### src/rtl/apb_master.sv
// -----------------------------------------------------------------------------
// apb_master
//   APB3 initiator for a single-slave bus. Each accepted command becomes one
//   transfer (SETUP then ACCESS) and produces a one-cycle response carrying
//   read data and error/timeout status. The ACCESS phase is bounded: after
//   TIMEOUT cycles with _PREADY low the transfer is abandoned.
//
// Parameters
//   TIMEOUT  maximum ACCESS cycles with _PREADY low before abort (>= 2)
//   CNT_W    width of the completed-transfer counter
//
// Ports
//   _PCLK, _PRESETn                  clock (rising edge), async active-low reset
//   cmd_valid / cmd_ready            command handshake
//   cmd_write, cmd_addr, cmd_wdata   command payload
//   rsp_valid                        one-cycle pulse when a transfer finishes
//   rsp_rdata, rsp_err, rsp_timeout  response payload, held until next response
//   xfer_cnt                         completed transfers, wraps
//   _PSEL1, _PENABLE, _PWRITE,
//   _PADDR, _PWDATA                  APB request signals
//   _PRDATA, _PREADY, _PSLVERR       APB completion signals
//
// Handshake: a command transfers on a rising edge where cmd_valid and
// cmd_ready are both 1. cmd_ready is 1 only in IDLE; cmd_valid elsewhere is
// ignored. rsp_valid has no backpressure and must be taken when it pulses.
//
// Every output is either a flop or a pure decode of the state flops, so there
// is no combinational path from any input to any output.
// -----------------------------------------------------------------------------
module apb_master #(
    parameter int TIMEOUT = 16,
    parameter int CNT_W   = 8
) (
    input  logic             _PCLK,
    input  logic             _PRESETn,
    input  logic             cmd_valid,
    output logic             cmd_ready,
    input  logic             cmd_write,
    input  logic [31:0]      cmd_addr,
    input  logic [31:0]      cmd_wdata,
    output logic             rsp_valid,
    output logic [31:0]      rsp_rdata,
    output logic             rsp_err,
    output logic             rsp_timeout,
    output logic [CNT_W-1:0] xfer_cnt,
    output logic             _PSEL1,
    output logic             _PENABLE,
    output logic             _PWRITE,
    output logic [31:0]      _PADDR,
    output logic [31:0]      _PWDATA,
    input  logic [31:0]      _PRDATA,
    input  logic             _PREADY,
    input  logic             _PSLVERR
);

    localparam int WAIT_W = $clog2(TIMEOUT + 1);

    typedef enum logic [1:0] {
        IDLE   = 2'd0,
        SETUP  = 2'd1,
        ACCESS = 2'd2,
        RESP   = 2'd3
    } state_t;

    // state is the observable FSM state for checkers bound to this module.
    state_t            state;
    state_t            state_nxt;
    logic [WAIT_W-1:0] wait_cnt;
    logic              wait_hit;

    // The counter holds the number of ACCESS edges already seen with _PREADY
    // low; the edge that would make it reach TIMEOUT is the abort edge.
    assign wait_hit = (wait_cnt == WAIT_W'(TIMEOUT - 1));

    // ------------------------------------------------------------------
    // FSM: state register
    // ------------------------------------------------------------------
    always_ff @(posedge _PCLK or negedge _PRESETn) begin
        if (!_PRESETn) begin
            state <= IDLE;
        end else begin
            state <= state_nxt;
        end
    end

    // ------------------------------------------------------------------
    // FSM: next state and state-decoded outputs
    // ------------------------------------------------------------------
    always_comb begin
        state_nxt = state;
        cmd_ready = 1'b0;
        rsp_valid = 1'b0;
        _PSEL1    = 1'b0;
        _PENABLE  = 1'b0;
        case (state)
            IDLE: begin
                cmd_ready = 1'b1;
                if (cmd_valid) begin
                    state_nxt = SETUP;
                end
            end
            SETUP: begin
                _PSEL1    = 1'b1;
                state_nxt = ACCESS;
            end
            ACCESS: begin
                _PSEL1   = 1'b1;
                _PENABLE = 1'b1;
                // A ready slave on the abort edge still completes normally.
                if (_PREADY || wait_hit) begin
                    state_nxt = RESP;
                end
            end
            RESP: begin
                rsp_valid = 1'b1;
                state_nxt = IDLE;
            end
            default: begin
                state_nxt = IDLE;
            end
        endcase
    end

    // ------------------------------------------------------------------
    // Datapath: request latch, wait counter, response capture, counter
    // ------------------------------------------------------------------
    always_ff @(posedge _PCLK or negedge _PRESETn) begin
        if (!_PRESETn) begin
            _PWRITE     <= 1'b0;
            _PADDR      <= 32'd0;
            _PWDATA     <= 32'd0;
            wait_cnt    <= '0;
            rsp_rdata   <= 32'd0;
            rsp_err     <= 1'b0;
            rsp_timeout <= 1'b0;
            xfer_cnt    <= '0;
        end else begin
            case (state)
                IDLE: begin
                    if (cmd_valid) begin
                        _PWRITE <= cmd_write;
                        _PADDR  <= cmd_addr;
                        _PWDATA <= cmd_wdata;
                    end
                end
                SETUP: begin
                    wait_cnt <= '0;
                end
                ACCESS: begin
                    if (_PREADY) begin
                        // Read data is only meaningful for a clean read.
                        rsp_rdata   <= (!_PWRITE && !_PSLVERR) ? _PRDATA : 32'd0;
                        rsp_err     <= _PSLVERR;
                        rsp_timeout <= 1'b0;
                        xfer_cnt    <= xfer_cnt + CNT_W'(1);
                    end else if (wait_hit) begin
                        rsp_rdata   <= 32'd0;
                        rsp_err     <= 1'b1;
                        rsp_timeout <= 1'b1;
                        xfer_cnt    <= xfer_cnt + CNT_W'(1);
                    end else begin
                        wait_cnt <= wait_cnt + WAIT_W'(1);
                    end
                end
                default: begin
                end
            endcase
        end
    end

endmodule
### config.mk
export PLATFORM = sky130hd
export DESIGN_NAME = apb_master
export DESIGN_NICKNAME = d
export VERILOG_FILES = /design/src/rtl/apb_master.sv
export SDC_FILE = /design/constraint.sdc
export NUM_CORES = 1
export LEC_CHECK = 0
export CAP_MARGIN = 30
export CORE_UTILIZATION = 25
export CTS_BUF_LIST = sky130_fd_sc_hd__clkbuf_8
export DETAILED_ROUTE_END_ITERATION = 10
export PLACE_DENSITY = 0.57
export SYNTH_ARGS = -nofsm -noshare
export SYNTH_HDL_FRONTEND = slang
export SYNTH_SLANG_ARGS = --single-unit
### constraint.sdc
create_clock -name _PCLK -period 1.78 [get_ports _PCLK]
set_input_delay 0.356 -clock _PCLK [delete_from_list [all_inputs] [get_ports _PCLK]]
set_output_delay 0.356 -clock _PCLK [all_outputs]
set_load 0.005 [all_outputs]
# Word level (Yosys, flattened, before mapping)

Index checks and enable logic that the tools add are counted.

Input bits: 102
Logic and storage cells: 49
Register bits after elaboration: 114

Reductions and logical operators: 12
Add/sub/neg operators: 2
Eq/ne operators: 8
Muxes and demuxes: 18

Operator list:

| operator              | number |
|---|---|
| $mux W32              | 3 |
| $mux W8               | 2 |
| $mux W5               | 2 |
| $pmux W5 S2           | 1 |
| $add A8 B1 Y8 const B | 1 |
| $ne A2 B2 Y1 const B  | 4 |
| $pmux W2 S4           | 1 |
| $mux W1               | 7 |
| $reduce_and A2 Y1     | 3 |
| $add A5 B1 Y5 const B | 1 |
| $eq A5 B4 Y1 const B  | 1 |
| $eq A2 B2 Y1 const B  | 2 |
| $mux W2               | 2 |
| $reduce_bool A2 Y1    | 2 |
| $reduce_and A3 Y1     | 1 |
| $eq A2 B1 Y1 const B  | 1 |
| $logic_not A1 Y1      | 2 |
| $logic_not A2 Y1      | 1 |
| $reduce_or A2 Y1      | 1 |
| $logic_and A1 B1 Y1   | 1 |
| $logic_or A1 B1 Y1    | 1 |

# Longest topological paths before layout

Depth in word-level cells: 4
Depth in mapped cells: 7

# Worst setup path before layout

No wires, ideal clock.

Path kind: flip-flop to flip-flop
From: register wait_cnt[0]
To: register wait_cnt[2]
Setup time: 0.065 ns
Stages on the path, launching flop included: 8
Slack: 0.000 ns
Path buffers: 1
Arrival: 1.715 ns
Cell sequence: dfrtp_1 ha_1 and3_1 ha_1 or3b_1 buf_2 nor3b_2 o21a_1

Longest elaborated chain between the ends: 4

RTL lines:

| element                  | RTL line | RTL |
|---|---|---|
| start: declaration       | 68       | `logic [WAIT_W-1:0] wait_cnt;` |
| start signal: assignment | 162      | `wait_cnt <= wait_cnt + WAIT_W'(1);` |
| $add A5 B1 Y5            | 162      |  |
| $mux W5                  | 156      | `end else if (wait_hit) begin` |
| $mux W5                  | 150      | `if (_PREADY) begin` |
| $pmux W5 S2              | 138      | `case (state)` |

Parallel ways exist; a longest one is shown, timed or not. The select of a mux whose other input is x is not followed.
A chain may end at the register's enable or synchronous reset.

# Worst setup path after layout

From: register wait_cnt[1]
To: register xfer_cnt[7]

Longest elaborated chain between the ends: 3

RTL lines:

| element                      | RTL line | RTL |
|---|---|---|
| $eq A5 B4 Y1                 | 73       | `assign wait_hit = (wait_cnt == WAIT_W'(TIMEOUT - 1));` |
| $reduce_bool A2 Y1 (no line) | -        |  |
| $reduce_and A2 Y1 (no line)  | -        |  |
| end signal: assignment       | 155      | `xfer_cnt <= xfer_cnt + CNT_W'(1);` |
| end signal: assignment       | 160      | `xfer_cnt <= xfer_cnt + CNT_W'(1);` |
| end: declaration             | 45       | `output logic [CNT_W-1:0] xfer_cnt,` |

No other way between the ends.

==> impl_metrics.toml <==
[place]
routabilityCongestion = 0.705
hpwl_um = 8080
pre_cts_ws_ns = -0.0726
port_buffers = 212

[route]
wl_per_cell_um = 15.5
routed_via_density = 4.32
vias = 3331
wl_um = 11900
ant_nets = 0
drtIter0Drc = 61
route.detailed.drc = 0
dr.pass1.iters = 4

[global_route]
grt_usage_pct = 13.2
met3_usage_pct = 6.46
grt_util_met2_pct = 21.2
grt_pass1_wl_um = 18200
grt_pass1_vias = 3533
grt.overflow.total = 0
grt_max_degree = 115
met1_usage_pct = 15.2
grt-busiest-layer = "met2"
grt_antenna_before_repair = 0

[clock_network]
cts_buffers = 17
path_clk_slew_ns = 0.07
ctsLongestPathBuffers = 2
clk_latency_ns = 0.43
clock_sinks = 114
cts_tree = "yes"
cts_hold_buf = 0
cts_max_level = 4
cts_root_buf = "clkbuf_8"

[critical_path]
crit_path_end_kind = "register"
crit_arrival_ns = 2.07
crit_path_start_kind = "register"
reg2reg_from = "wait_cnt[1]$_DFFE_PN0P_"
crit_type = "register to register"
rrSetupSlack_ns = 0.05
rr_worst_depth = 8
crit_fanout = 4
required_ns = 2.12
r2r_end = "xfer_cnt[7]$_DFFE_PN0P_"

[sta]
whs_ns = -0.0299
setup_viol = 0
finalHoldViolCount = 22
min_period_over_period_pct = 97.2
finalMaxSlewViolations = 0
period_minus_slack_ns = 1.73
rsz0062_at_grt = "yes"
tightest_slew_ns = 0.662
worst_slack_ns = 0.0506
slew_headroom_pct = 55.8
fmax_ghz = 0.578
fin_skew_ns = 0.0106

[yosys]
synthesis.nets = 399
synth_commonest_cells = "114 x dfrtp_1, 66 x mux2_2, 32 x a22o_1, 14 x buf_2, 12 x nand2_1"
ys_seq_area_share_pct = 65.0
synth_cells = 289
synth_top_area_share_pct = 65.0
synth_edf_count = 0
syn_avg_cell_area_um2 = 15.2
synth_area_mm2 = 0.00439
yosys_most_used_dff = "dfrtp_1"
ys_async_sr_fraction_pct = 100
synth_top_area_cell = "dfrtp_1"
ys_types = 30
synth_warnings = 0
synth_most_common_cell = "dfrtp_1"
synth-seq-cells = 114
ys_top_cells_by_area = "dfrtp_1 65%, mux2_2 17%, a22o_1 6.4%"

[power]
power_w = 0.0124
p_per_area_mw_per_mm2 = 1640
power_leakage_nw = 3.25
ir_drop_uv = 846

[die]
die-area_mm2 = 0.0181
start_util_pct = 25.5
die_y_um = 135
num_io_pins = 213
coreArea_mm2 = 0.0172
dieWidth_um = 135
fp-row-count = 48

[flow_run]
max_cap_viol_count = 0

[finish]
drive_gt1_share_pct = 26.6
fin_nets = 643
synthToLayoutAreaGrowth_pct = 71.0
diodes = 0

[outcome]
status = "finished, violations left"
violations = "hold timing"

[hold_path]
hold_path.class = "input port to async pin"
==> report_power, final <==
part / switching, W / internal [W] / total, W
clock network: 0.00106 / 0.00180 / 0.00286
logic: 0.00164 / 0.00349 / 0.00513
registers: 0.000618 / 0.00375 / 0.00436
==> layout make-up <==
type                            instances  area, um^2
Clock buffer                           21         289
Clock inverter                         11         181
Fill cell                            1574        9730
Inverter                                3        11.3
Multi-Input combinational cell        156        1520
Sequential cell                       114        2850
Tap cell                              225         282
Timing Repair Buffer                  241        2370
==> flip-flops by register name (all words and copies together) (netlist names) <==
name	count
_PADDR	32
_PWDATA	32
_PWRITE	1
rsp_err	1
rsp_rdata	32
rsp_timeout	1
state	2
wait_cnt	5
xfer_cnt	8
==> layer usage <==
layer | routed length (um) | share of wire (%)
met1 | 4830 | 40
met2 | 5860 | 49
met3 | 1110 | 9.3
met4 | 128 | 1.1
met5 | 0 | 0
==> kinds of logic (layout without fill, tap and decap cells) <==
| logic type | count (synthesis) | in the layout | share of synthesized area, % |
|---|---|---|---|
| mux | 67 | 67 | 17.2 |
| buf+inv | 19 | 276 | 2.28 |
| flops | 114 | 114 | 65.0 |
| simple gates | 31 | 31 | 3.79 |
| xor+xnor | 7 | 7 | 1.40 |
| compound gates | 43 | 43 | 8.15 |
| fa+ha+maj | 8 | 8 | 2.28 |
==> worst max-delay path: stages, from the launching register on <==
cell and delay (ns):
dfrtp_1 0.37, ha_2 0.20, and3_4 0.19, ha_4 0.17
buf_4 0.12, o211ai_1 0.08, buf_4 0.16, nor3_2 0.16
xor2_1 0.18
==> stage by stage <==
step            TNS, ns  utilization [%]  cells  instance area [um^2]
2_1_floorplan         0                -    289                  4390
3_3_place_gp   -0.00521             39.8    722                  6860
3_5_place_dp     -0.649             39.8    722                  6860
4_1_cts               0             43.1    762                  7420
5_1_grt         -0.0772             43.6    771                  7510
6_report              0             43.6    771                  7510
==> placed cells by master (no fill, tap or decap), drive strengths merged <==
cell type,Yosys,layout
clkdlybuf4s50,0,206
dfrtp,114,114
mux2,66,66
a22o,32,32
buf,16,31
clkbuf,0,23
nand2,12,12
ha,8,8
xor2,5,5
bufinv,0,5
nand3,4,4
clkinv,0,4
inv,3,4
nor3,4,4
nor2,3,3
o21ai,3,3
nand4,2,2
o21a,2,2
xnor2,2,2
a21oi,2,2
nor3b,2,2
and3,1,1
nand2b,1,1
mux2i,1,1
a21boi,1,1
or3b,1,1
nor2b,1,1
o32a,1,1
o211ai,1,1
o22a,1,1
clkinvlp,0,1
clkdlybuf4s15,0,1
dlymetal6s2s,0,1
==> timing repair <==
action,CTS,global route
pin swaps,1,2
buffers inserted,8,9
endpoints found under the setup margin,15,14
gates resized for setup,18,9
==> how the worst max path moves through the flow <==
stage | startpoint | end | slack (ns) | cells past startpoint
2_1_floorplan | wait_cnt[0]$_DFFE_PN0P_ | wait_cnt[2]$_DFFE_PN0P_ | 0.0004 | 7
3_3_place_gp | wait_cnt[1]$_DFFE_PN0P_ | wait_cnt[2]$_DFFE_PN0P_ | -0.005 | 6
3_5_place_dp | wait_cnt[1]$_DFFE_PN0P_ | state[1]$_DFFE_PN0P_ | -0.07 | 6
4_1_cts | state[1]$_DFFE_PN0P_ | _PENABLE | 0.002 | 3
5_1_grt | wait_cnt[1]$_DFFE_PN0P_ | xfer_cnt[7]$_DFFE_PN0P_ | -0.06 | 8
6_report | wait_cnt[1]$_DFFE_PN0P_ | xfer_cnt[7]$_DFFE_PN0P_ | 0.05 | 8
(Power assumes the default switching activity.)
